**src/rtl/cbus_axil_bridge_pkg.sv**
```systemverilog
// Shared CBus register map and AXI response codes (the reg_define set) used by the bridge.
// addr_mapped() is the region decode applied when CBUS_DECERR_EN is defined.
package cbus_axil_bridge_pkg;

  localparam int unsigned CBUS_AW = 18;

  localparam logic [CBUS_AW-1:0] AXI2SREG_BASE  = 18'h00000;
  localparam logic [CBUS_AW-1:0] AD9361REG_BASE = 18'h00100;
  localparam logic [CBUS_AW-1:0] REGION_MASK    = 18'h3ff00;

  localparam logic [1:0] RESP_OKAY   = 2'b00;
  localparam logic [1:0] RESP_SLVERR = 2'b10;

  typedef enum logic [2:0] {
    ST_IDLE    = 3'd0,
    ST_WR_STB  = 3'd1,
    ST_WR_RSP  = 3'd2,
    ST_RD_STB  = 3'd3,
    ST_RD_WAIT = 3'd4,
    ST_RD_RSP  = 3'd5
  } state_e;

  typedef enum logic {
    PRIO_WR = 1'b0,
    PRIO_RD = 1'b1
  } prio_e;

  function automatic logic addr_mapped(input logic [CBUS_AW-1:0] waddr);
    logic [CBUS_AW-1:0] region;
    region = waddr & REGION_MASK;
    return (region == AXI2SREG_BASE) || (region == AD9361REG_BASE);
  endfunction

endpackage

```
**src/rtl/cbus_axil_bridge.sv**
```systemverilog
// AXI4-Lite slave to CBus initiator: one transaction at a time, single-cycle CBus strobe,
// fixed read latency. Optional address decode with SLVERR response under `CBUS_DECERR_EN`.
module cbus_axil_bridge
  import cbus_axil_bridge_pkg::*;
#(
  parameter int unsigned RD_LATENCY = 1,
  parameter int unsigned AXI_AW     = 20
) (
  input  logic              clk,
  input  logic              rst,
  input  logic [AXI_AW-1:0] s_awaddr,
  input  logic              s_awvalid,
  output logic              s_awready,
  input  logic [31:0]       s_wdata,
  input  logic [3:0]        s_wstrb,
  input  logic              s_wvalid,
  output logic              s_wready,
  output logic [1:0]        s_bresp,
  output logic              s_bvalid,
  input  logic              s_bready,
  input  logic [AXI_AW-1:0] s_araddr,
  input  logic              s_arvalid,
  output logic              s_arready,
  output logic [31:0]       s_rdata,
  output logic [1:0]        s_rresp,
  output logic              s_rvalid,
  input  logic              s_rready,
  output logic [17:0]       cbus_addr,
  output logic [31:0]       cbus_din,
  output logic              cbus_wr,
  output logic              cbus_en,
  input  logic [31:0]       cbus_dout
);

  state_e              state_q, state_d;
  prio_e               prio_q, prio_d;
  logic                aw_held_q, aw_held_d;
  logic                w_held_q, w_held_d;
  logic [AXI_AW-1:0]   awaddr_q, awaddr_d;
  logic [31:0]         wdata_q, wdata_d;
  logic [CBUS_AW-1:0]  cbus_addr_q, cbus_addr_d;
  logic [31:0]         cbus_din_q, cbus_din_d;
  logic                cbus_wr_q, cbus_wr_d;
  logic                cbus_en_q, cbus_en_d;
  logic                err_q, err_d;
  logic [2:0]          cnt_q, cnt_d;
  logic                bvalid_q, bvalid_d;
  logic [1:0]          bresp_q, bresp_d;
  logic                rvalid_q, rvalid_d;
  logic [1:0]          rresp_q, rresp_d;
  logic [31:0]         rdata_q, rdata_d;

  logic                idle_s;
  logic                awready_s, wready_s, arready_s;
  logic                aw_hs_s, w_hs_s, ar_hs_s, wr_rdy_s;
  logic [AXI_AW-1:0]   wr_addr_s;
  logic [31:0]         wr_data_s;
  logic                wr_map_s, rd_map_s;
  logic                unused_s;

  // Readies are forced low while reset is asserted so nothing handshakes during reset.
  assign idle_s    = (state_q == ST_IDLE) && rst;
  assign awready_s = idle_s && !aw_held_q;
  assign wready_s  = idle_s && !w_held_q;
  assign aw_hs_s   = s_awvalid && awready_s;
  assign w_hs_s    = s_wvalid && wready_s;
  assign wr_rdy_s  = idle_s && (aw_held_q || aw_hs_s) && (w_held_q || w_hs_s);
  assign arready_s = wr_rdy_s ? (prio_q == PRIO_RD)
                              : (idle_s && !aw_held_q && !w_held_q && !aw_hs_s && !w_hs_s);
  assign ar_hs_s   = s_arvalid && arready_s;
  assign wr_addr_s = aw_hs_s ? s_awaddr : awaddr_q;
  assign wr_data_s = w_hs_s ? s_wdata : wdata_q;

`ifdef CBUS_DECERR_EN
  assign wr_map_s = addr_mapped(wr_addr_s[CBUS_AW+1:2]);
  assign rd_map_s = addr_mapped(s_araddr[CBUS_AW+1:2]);
`else
  assign wr_map_s = 1'b1;
  assign rd_map_s = 1'b1;
`endif

  // Strobes are full-word and byte lanes below bit 2 carry no CBus address.
  assign unused_s = ^{s_wstrb, s_araddr[1:0], wr_addr_s[1:0]};

  // FSM state register
  always_ff @(posedge clk or negedge rst) begin
    if (!rst) begin
      state_q <= ST_IDLE;
    end else begin
      state_q <= state_d;
    end
  end

  // Next-state, arbitration and datapath next values
  always_comb begin
    state_d     = state_q;
    prio_d      = prio_q;
    aw_held_d   = aw_held_q;
    w_held_d    = w_held_q;
    awaddr_d    = awaddr_q;
    wdata_d     = wdata_q;
    cbus_addr_d = cbus_addr_q;
    cbus_din_d  = cbus_din_q;
    cbus_wr_d   = 1'b0;
    cbus_en_d   = 1'b0;
    err_d       = err_q;
    cnt_d       = cnt_q;
    bvalid_d    = bvalid_q;
    bresp_d     = bresp_q;
    rvalid_d    = rvalid_q;
    rresp_d     = rresp_q;
    rdata_d     = rdata_q;
    case (state_q)
      ST_IDLE: begin
        if (aw_hs_s) begin
          aw_held_d = 1'b1;
          awaddr_d  = s_awaddr;
        end else begin
          aw_held_d = aw_held_q;
        end
        if (w_hs_s) begin
          w_held_d = 1'b1;
          wdata_d  = s_wdata;
        end else begin
          w_held_d = w_held_q;
        end
        // arready already encodes the priority decision, so an AR handshake is a read grant.
        if (ar_hs_s) begin
          state_d     = ST_RD_STB;
          prio_d      = (prio_q == PRIO_WR) ? PRIO_RD : PRIO_WR;
          cbus_addr_d = s_araddr[CBUS_AW+1:2];
          cbus_en_d   = rd_map_s;
          err_d       = !rd_map_s;
        end else if (wr_rdy_s) begin
          state_d     = ST_WR_STB;
          prio_d      = (prio_q == PRIO_WR) ? PRIO_RD : PRIO_WR;
          cbus_addr_d = wr_addr_s[CBUS_AW+1:2];
          cbus_din_d  = wr_data_s;
          cbus_wr_d   = wr_map_s;
          err_d       = !wr_map_s;
        end else begin
          state_d = ST_IDLE;
        end
      end
      ST_WR_STB: begin
        state_d  = ST_WR_RSP;
        bvalid_d = 1'b1;
        bresp_d  = err_q ? RESP_SLVERR : RESP_OKAY;
      end
      ST_WR_RSP: begin
        if (s_bready) begin
          state_d   = ST_IDLE;
          bvalid_d  = 1'b0;
          aw_held_d = 1'b0;
          w_held_d  = 1'b0;
        end else begin
          state_d = ST_WR_RSP;
        end
      end
      ST_RD_STB: begin
        state_d = ST_RD_WAIT;
        cnt_d   = 3'(RD_LATENCY - 1);
      end
      ST_RD_WAIT: begin
        if (cnt_q == 3'd0) begin
          state_d  = ST_RD_RSP;
          rvalid_d = 1'b1;
          rdata_d  = err_q ? 32'h0000_0000 : cbus_dout;
          rresp_d  = err_q ? RESP_SLVERR : RESP_OKAY;
        end else begin
          cnt_d = cnt_q - 3'd1;
        end
      end
      ST_RD_RSP: begin
        if (s_rready) begin
          state_d  = ST_IDLE;
          rvalid_d = 1'b0;
        end else begin
          state_d = ST_RD_RSP;
        end
      end
      default: begin
        state_d = ST_IDLE;
      end
    endcase
  end

  // Hold flags, CBus drive registers and response registers
  always_ff @(posedge clk or negedge rst) begin
    if (!rst) begin
      prio_q      <= PRIO_WR;
      aw_held_q   <= 1'b0;
      w_held_q    <= 1'b0;
      awaddr_q    <= '0;
      wdata_q     <= 32'h0000_0000;
      cbus_addr_q <= 18'h00000;
      cbus_din_q  <= 32'h0000_0000;
      cbus_wr_q   <= 1'b0;
      cbus_en_q   <= 1'b0;
      err_q       <= 1'b0;
      cnt_q       <= 3'd0;
      bvalid_q    <= 1'b0;
      bresp_q     <= RESP_OKAY;
      rvalid_q    <= 1'b0;
      rresp_q     <= RESP_OKAY;
      rdata_q     <= 32'h0000_0000;
    end else begin
      prio_q      <= prio_d;
      aw_held_q   <= aw_held_d;
      w_held_q    <= w_held_d;
      awaddr_q    <= awaddr_d;
      wdata_q     <= wdata_d;
      cbus_addr_q <= cbus_addr_d;
      cbus_din_q  <= cbus_din_d;
      cbus_wr_q   <= cbus_wr_d;
      cbus_en_q   <= cbus_en_d;
      err_q       <= err_d;
      cnt_q       <= cnt_d;
      bvalid_q    <= bvalid_d;
      bresp_q     <= bresp_d;
      rvalid_q    <= rvalid_d;
      rresp_q     <= rresp_d;
      rdata_q     <= rdata_d;
    end
  end

  assign s_awready = awready_s;
  assign s_wready  = wready_s;
  assign s_arready = arready_s;
  assign s_bvalid  = bvalid_q;
  assign s_bresp   = bresp_q;
  assign s_rvalid  = rvalid_q;
  assign s_rresp   = rresp_q;
  assign s_rdata   = rdata_q;
  assign cbus_addr = cbus_addr_q;
  assign cbus_din  = cbus_din_q;
  assign cbus_wr   = cbus_wr_q;
  assign cbus_en   = cbus_en_q;

endmodule
```
**config.mk**
```make
export PLATFORM = sky130hd
export DESIGN_NAME = cbus_axil_bridge
export DESIGN_NICKNAME = d
export VERILOG_FILES = /design/src/rtl/cbus_axil_bridge_pkg.sv /design/src/rtl/cbus_axil_bridge.sv
export SDC_FILE = /design/constraint.sdc
export NUM_CORES = 1
export LEC_CHECK = 0
export ABC_AREA = 1
export CAP_MARGIN = 10
export CORE_MARGIN = 5
export CORE_UTILIZATION = 45
export DETAILED_ROUTE_END_ITERATION = 10
export GPL_TIMING_DRIVEN = 0
export HOLD_SLACK_MARGIN = 0.1
export PLACE_DENSITY = 0.89
export SYNTH_ARGS = -nofsm -noshare
export SYNTH_HDL_FRONTEND = slang
export SYNTH_SLANG_ARGS = --single-unit
```
**constraint.sdc**
```tcl
create_clock -name clk -period 2 [get_ports clk]
set_input_delay 0.4 -clock clk [delete_from_list [all_inputs] [get_ports clk]]
set_output_delay 0.4 -clock clk [all_outputs]
set_load 0.03 [all_outputs]
```
==> flow_metrics.py, run 1 <==
metrics = {
    "clock_network": {
        "clkTransAtPathRegs_ps": 60,
        "clock_tree_from_tritoncts": "built",
        "cts_max_path_buffers": 2,
        "clock_insertion_delay_worst_skew_ps": 410,
        "tritoncts_num_sinks": 145,
        "cts_buffers": 17,
        "cts_max_level": 4,
        "root_buffer": "sky130_fd_sc_hd__clkbuf_16",
    },
    "logic_synthesis": {
        "post_synth_inst_count": 659,
        "syn_area_sq_um": 5970,
        "synth_seq_cells": 145,
        "ys_top_cells_by_area": "sky130_fd_sc_hd__dfrtp_1, sky130_fd_sc_hd__nand2_1, sky130_fd_sc_hd__mux2_2",
        "yosysUniqueCellTypes": 27,
        "synth_top_cell_by_area": "sky130_fd_sc_hd__dfrtp_1",
        "yosys_warnings": 0,
        "syn_avg_cell_area_sq_um": 9.07,
        "post-synth-top-area-fraction_pct": 60.7,
        "seq_area_frac_synth_pct": 60.7,
    },
    "route": {
        "drt_pass1_iterations": 4,
        "route.detailed.drc": 0,
        "detail_route.wirelength_microns": 15000,
        "drt-wirelength-per-cell_microns": 14.0,
        "detail_route.vias_per_cell": 4.51,
        "dr_total_vias": 4823,
        "drt-initial-drc-count": 309,
        "ant_nets": 0,
    },
    "finish": {
        "layout_common_cells": "sky130_fd_sc_hd__nand2_1, sky130_fd_sc_hd__clkdlybuf4s50_1, sky130_fd_sc_hd__dfrtp_1",
        "finalNetCount": 998,
        "post_layout_nonfiller_instances": 1069,
        "fillCellCount": 999,
        "area.growth.synth_to_final_pct": 49.2,
        "seqCellArea_sq_um": 3630,
        "post_route_cells_drive_above_1_share_pct": 12.3,
        "final_common_cell": "sky130_fd_sc_hd__nand2_1",
        "num_antenna_cells": 0,
        "multiInputGateArea_sq_um": 1940,
    },
    "floorplan": {
        "std_cell_rows": 42,
        "dieArea_sq_um": 15700,
        "floorplan.die.width_microns": 125,
        "die_h_microns": 125,
        "top_level_ports": 208,
        "initial_cell_density_of_the_core_pct": 45.5,
        "floorplan.core_area_sq_um": 13100,
    },
    "status": {
        "failing_checks": "hold timing",
        "run_status": "finished with violations",
    },
    "power": {
        "total_switching_power_uw": 5390,
        "p_sw_share_pct": 37.5,
        "cellInternalPower_uw": 8990,
        "combinational_power_share_pct": 43.7,
        "power_leakage_uw": 0.00452,
        "power.clock.fraction_pct": 22.6,
        "power-per-cell-area_nw_per_um2": 1610,
        "power.share.sequential_pct": 33.7,
        "ir_drop_v": 0.000877,
    },
    "timing": {
        "fmaxAchievable_ghz": 0.511,
        "relSlewSlack_pct": 63.8,
        "timing.final.crit_share_pct": 97.9,
        "timing.final.setup_violations": 0,
        "max_clock_skew_ps": 11.8,
        "unrepaired_setup_endpoints_after_global_routing": "true",
        "worst_pin_slew_ps": 543,
        "hold_slack_ps": -143,
        "hold_viol_final": 57,
        "finalCriticalPeriod_ps": 1960,
        "finalMaxSlewViolations": 0,
    },
    "setup_path": {
        "worst-path-max-fanout": 4,
        "timing.critical_path.cells": "clkdlybuf4s50_1 -> inv_1 -> nand2_2 -> nand3_1 -> o21ai_1 -> and2_1 -> buf_6",
        "critical_path_sink_type": "primary output",
        "required_ps": 1600,
        "cp.buffers_inverters": 3,
        "worst_path_largest_cell_delay_ps": 490,
        "critical_path.slowest_cell": "sky130_fd_sc_hd__clkdlybuf4s50_1",
        "signal_arrival_time_at_the_worst_endpoint_ps": 1560,
        "critPathLaunchType": "input pin",
        "criticalPathCategory": "in -> out",
        "timing.critical_path.max_delay_family": "buffers and inverters",
    },
    "grt": {
        "grt_first_pass_wirelength_microns": 24600,
        "gr-usage-all-layers_pct": 19.6,
        "total_global_routing_overflow": 0,
        "first_global_vias": 4838,
        "grt_max_degree": 61,
        "antenna_found_initial": 0,
    },
    "placement": {
        "post-dp-hpwl_microns": 10700,
        "numPlacedInstances": 1034,
        "gp_congestion": 0.799,
        "portBuffers": 195,
    },
    "hold_path": {
        "min-delay-path-class": "in -> async",
    },
    "run": {
        "max_cap_viol_count": 0,
    },
}
logic make-up after synthesis:
kind of cell | Yosys count | share of synthesized area [%]
other | 1 | 0.0628
buffers and inverters | 101 | 7.46
AOI/OAI and AO/OA | 12 | 1.28
muxes | 32 | 6.03
xor gates and xnor gates | 1 | 0.147
and+or+nand+nor | 365 | 23.9
adders and majority gates | 2 | 0.419
DFF | 145 | 60.7
state kept, by name (all words and copies together), names as in the netlist:
register / count
prio_q: 1
aw_held_q: 1
cbus_addr: 18
s_rdata: 32
w_held_q: 1
cnt_q: 3
cbus_wr: 1
s_bvalid: 1
s_rvalid: 1
state_q: 3
awaddr_q: 18
cbus_en: 1
cbus_din: 32
wdata_q: 32
power groups by stage:
stage	combinational [uW]	clock (uW)	sequential [uW]
finish	6280	3250	4840
global route	6830	3440	4990
detailed placement	6260	0	4870
CTS	6300	3320	4840
global placement	6120	0	4830
floorplan	2230	0	6350
Yosys cell counts, drive strengths merged:
cell type and number:
nand2 303, dfrtp 145, inv 75, nor2 41, mux2 32, buf 20
nand3 16, o21ai 8, clkbuf 6, ha 2, or2 2, and2 1
conb 1, nand4 1, nor3 1, o2111ai 1, o211ai 1, o22ai 1
o31ai 1, xor2 1
path summary, 6_finish.rpt:
path,end,slack [ps],start,cells past startpoint
min in group clk,wdata_q[17],460,wdata_q[17],2
min reg2reg,wdata_q[17],460,wdata_q[17],2
max in group asynchronous,s_rdata[10],1440,rst,2
min,cbus_din[27],-140,rst,1
max,s_arready,40,s_awvalid,7
max reg2reg,cbus_addr[13],150,state_q[0],10
what timing repair did:
item | in CTS | in global routing
pin swaps | 0 | 3
setup buffers | 0 | 2
gates cloned | 2 | 0
resized for setup | 17 | 12
setup endpoints to repair | 85 | 13
endpoints found under the hold margin | 57 | 57
metrics by stage:
step	utilization [%]	worst slack [ps]	instance area, sq um	TNS, ps	power (uW)
4_1_cts	67.5	16.1	8870	0	14500
3_3_place_gp	62.1	-5870	8160	-1374070	10900
5_1_grt	67.8	-31.2	8910	-31.3	15300
6_report	67.8	42.9	8910	0	14400
2_1_floorplan	-	415	5990	0	8580
3_5_place_dp	62.3	-935	8190	-59590	11100
layout make-up:
type	instances	area share [%]
inverter	75	3.16
sequential	145	40.7
timing repair buffer	200	23.2
clock inverter	9	1.46
multi-input combinational	416	21.7
clock buffer	22	5.43
buffer	26	1.85
tap	176	2.47
layer usage:
| metal | global-route usage [%] | share of wire, % |
|---|---|---|
| met5 | 0 | 0 |
| met2 | 31.4 | 48 |
| met1 | 25.5 | 44 |
| met4 | 5.80 | 0.96 |
| met3 | 6.52 | 6.7 |
Note: power is estimated with default switching activity, not from simulation.
==> run 2: changes to the inputs <==
- clock period: 2 -> 2.4 ns (I/O delays scaled with it)
==> flow_metrics.py, run 2 (synthesis results as in run 1) <==
metrics = {
    "status": {
        "run_status": "complete, no violations",
    },
    "floorplan": {
        "initial_cell_density_of_the_core_pct": 45.5,
        "die_h_microns": 125,
        "std_cell_rows": 42,
        "dieArea_sq_um": 15700,
        "floorplan.die.width_microns": 125,
        "floorplan.core_area_sq_um": 13100,
        "top_level_ports": 208,
    },
    "route": {
        "dr_total_vias": 4869,
        "route.detailed.drc": 0,
        "maxUsedRoutingLayer": "met4",
        "detail_route.vias_per_cell": 4.55,
        "ant_nets": 0,
        "drt-initial-drc-count": 291,
        "detail_route.wirelength_microns": 15100,
        "wl_met1_microns": 6690,
        "detailroute.wirelength.met3_microns": 978,
        "met2WireLength_microns": 7150,
        "drt_pass1_iterations": 4,
        "drt-wirelength-per-cell_microns": 14.2,
    },
    "clock_network": {
        "cts_buffers": 17,
        "root_buffer": "sky130_fd_sc_hd__clkbuf_16",
        "clock_insertion_delay_worst_skew_ps": 410,
        "tritoncts_num_sinks": 145,
        "cts_max_level": 4,
        "clock_tree_from_tritoncts": "built",
        "cts.repair_timing.setup_buffer_count": 0,
        "cts_max_path_buffers": 2,
        "clkTransAtPathRegs_ps": 60,
    },
    "finish": {
        "seqCellArea_sq_um": 3630,
        "fillCellCount": 994,
        "num_antenna_cells": 0,
        "layout_common_cells": "sky130_fd_sc_hd__nand2_1, sky130_fd_sc_hd__clkdlybuf4s50_1, sky130_fd_sc_hd__dfrtp_1",
        "fin_util_pct": 67.9,
        "multiInputGateArea_sq_um": 1910,
        "finalNetCount": 998,
        "finalInstanceArea_sq_um": 8930,
        "post_route_cells_drive_above_1_share_pct": 11.6,
        "final_common_cell": "sky130_fd_sc_hd__nand2_1",
        "area.growth.synth_to_final_pct": 49.4,
    },
    "setup_path": {
        "signal_arrival_time_at_the_worst_endpoint_ps": 1820,
        "required_ps": 1920,
        "critPathLaunchType": "input pin",
        "critical_path_sink_type": "primary output",
        "criticalPathCategory": "in -> out",
        "slack_of_the_worst_reg_to_reg_path_ps": 490,
        "worst-path-max-fanout": 4,
    },
    "power": {
        "total_switching_power_uw": 4480,
        "ir_drop_v": 0.000726,
        "p_sw_share_pct": 37.5,
        "power-per-cell-area_nw_per_um2": 1340,
        "combinational_power_share_pct": 43.5,
        "power.clock.fraction_pct": 22.7,
        "power.share.sequential_pct": 33.8,
        "power_leakage_uw": 0.00453,
        "cellInternalPower_uw": 7460,
    },
    "placement": {
        "portBuffers": 195,
        "post-dp-hpwl_microns": 10700,
        "gp_congestion": 0.799,
        "postPlaceCellArea_sq_um": 8190,
    },
    "timing": {
        "max_clock_skew_ps": 7.38,
        "timing.final.setup_violations": 0,
        "finalCriticalPeriod_ps": 2300,
        "finalMaxSlewViolations": 0,
        "unrepaired_setup_endpoints_after_global_routing": "false",
        "relSlewSlack_pct": 60.6,
        "worst_pin_slew_ps": 591,
        "fmaxAchievable_ghz": 0.436,
        "hold_viol_final": 0,
        "hold_slack_ps": 145,
        "setup_tns_ps": 0,
        "timing.final.crit_share_pct": 95.6,
    },
    "grt": {
        "gr-usage-all-layers_pct": 19.7,
        "first_global_vias": 4876,
        "grt_max_degree": 58,
        "antenna_found_initial": 0,
        "total_global_routing_overflow": 0,
        "grt_first_pass_wirelength_microns": 24700,
    },
    "run": {
        "max_cap_viol_count": 0,
    },
    "hold_path": {
        "min-delay-path-class": "in -> async",
    },
}
==> run 2: cell types whose count changed in the layout (fill, tap and decap cells not counted), sizes merged <==
cell | previous run | this run
buf | 27 | 25
clkdlybuf4s15 | 0 | 2
bufbuf | 2 | 1
dlygate4sd2 | 0 | 1
==> run 2: path summary, 6_finish.rpt <==
| path | from | endpoint | cells past startpoint |
|---|---|---|---|
| hold reg to reg | wdata_q[17] | wdata_q[17] | 2 |
| min in group clk | wdata_q[17] | wdata_q[17] | 2 |
| max in group asynchronous | rst | wdata_q[26] | 3 |
| setup reg to reg | state_q[1] | cbus_addr[13] | 9 |
| hold / removal | rst | s_rvalid | 3 |
| setup / recovery | s_awvalid | s_arready | 7 |
==> run 2: repair_timing <==
| action | CTS | global route |
|---|---|---|
| gates resized for setup | 9 | 0 |
| hold buffers | 3 | 0 |
| endpoints found under the setup margin | 10 | 0 |
| endpoints found under the hold margin | 57 | 0 |
==> run 2: power by group through the flow <==
stage / clock network (uW) / registers, uW / logic, uW
floorplan: 0 / 5290 / 1860
global placement: 0 / 4020 / 5100
detailed placement: 0 / 4060 / 5220
CTS: 2770 / 4030 / 5260
global route: 2870 / 4150 / 5660
finish: 2720 / 4030 / 5200
==> run 2: per-layer routing <==
layer / up-vias / GRT usage [%]
li1: 2415 / -
met1: 2277 / 25.4
met2: 155 / 31.7
met3: 22 / 6.18
met4: 0 / 6.95
met5: - / 0
==> run 2: critical path: stages <==
cell and delay [ps]:
sky130_fd_sc_hd__clkdlybuf4s50_1 490, sky130_fd_sc_hd__inv_1 70, sky130_fd_sc_hd__nand2_1 130, sky130_fd_sc_hd__nand3_1 90
sky130_fd_sc_hd__o21ai_1 100, sky130_fd_sc_hd__and2_1 130, sky130_fd_sc_hd__clkdlybuf4s15_2 310
==> run 2: metrics by stage <==
stage	power, uW	worst slack, ps	std cells
5_1_grt	12700	19.8	1069
3_3_place_gp	9120	-5630	1033
2_1_floorplan	7150	815	662
6_report	11900	104	1069
4_1_cts	12100	106	1069
3_5_place_dp	9280	-695	1034
==> run 2: final cells by class <==
class                           count  area share, %
Inverter                           75           3.15
Tap cell                          176           2.47
Clock inverter                      9           1.46
Buffer                             26           1.84
Timing Repair Buffer              200           23.6
Multi-Input combinational cell    416           21.4
Clock buffer                       22           5.42
Sequential cell                   145           40.7
==> run 3: changes to the inputs <==
- GPL_ROUTABILITY_DRIVEN: not set -> 0
==> results of run 3 <==
Same layout as run 2: the final DEF is identical, and so are final timing and power.
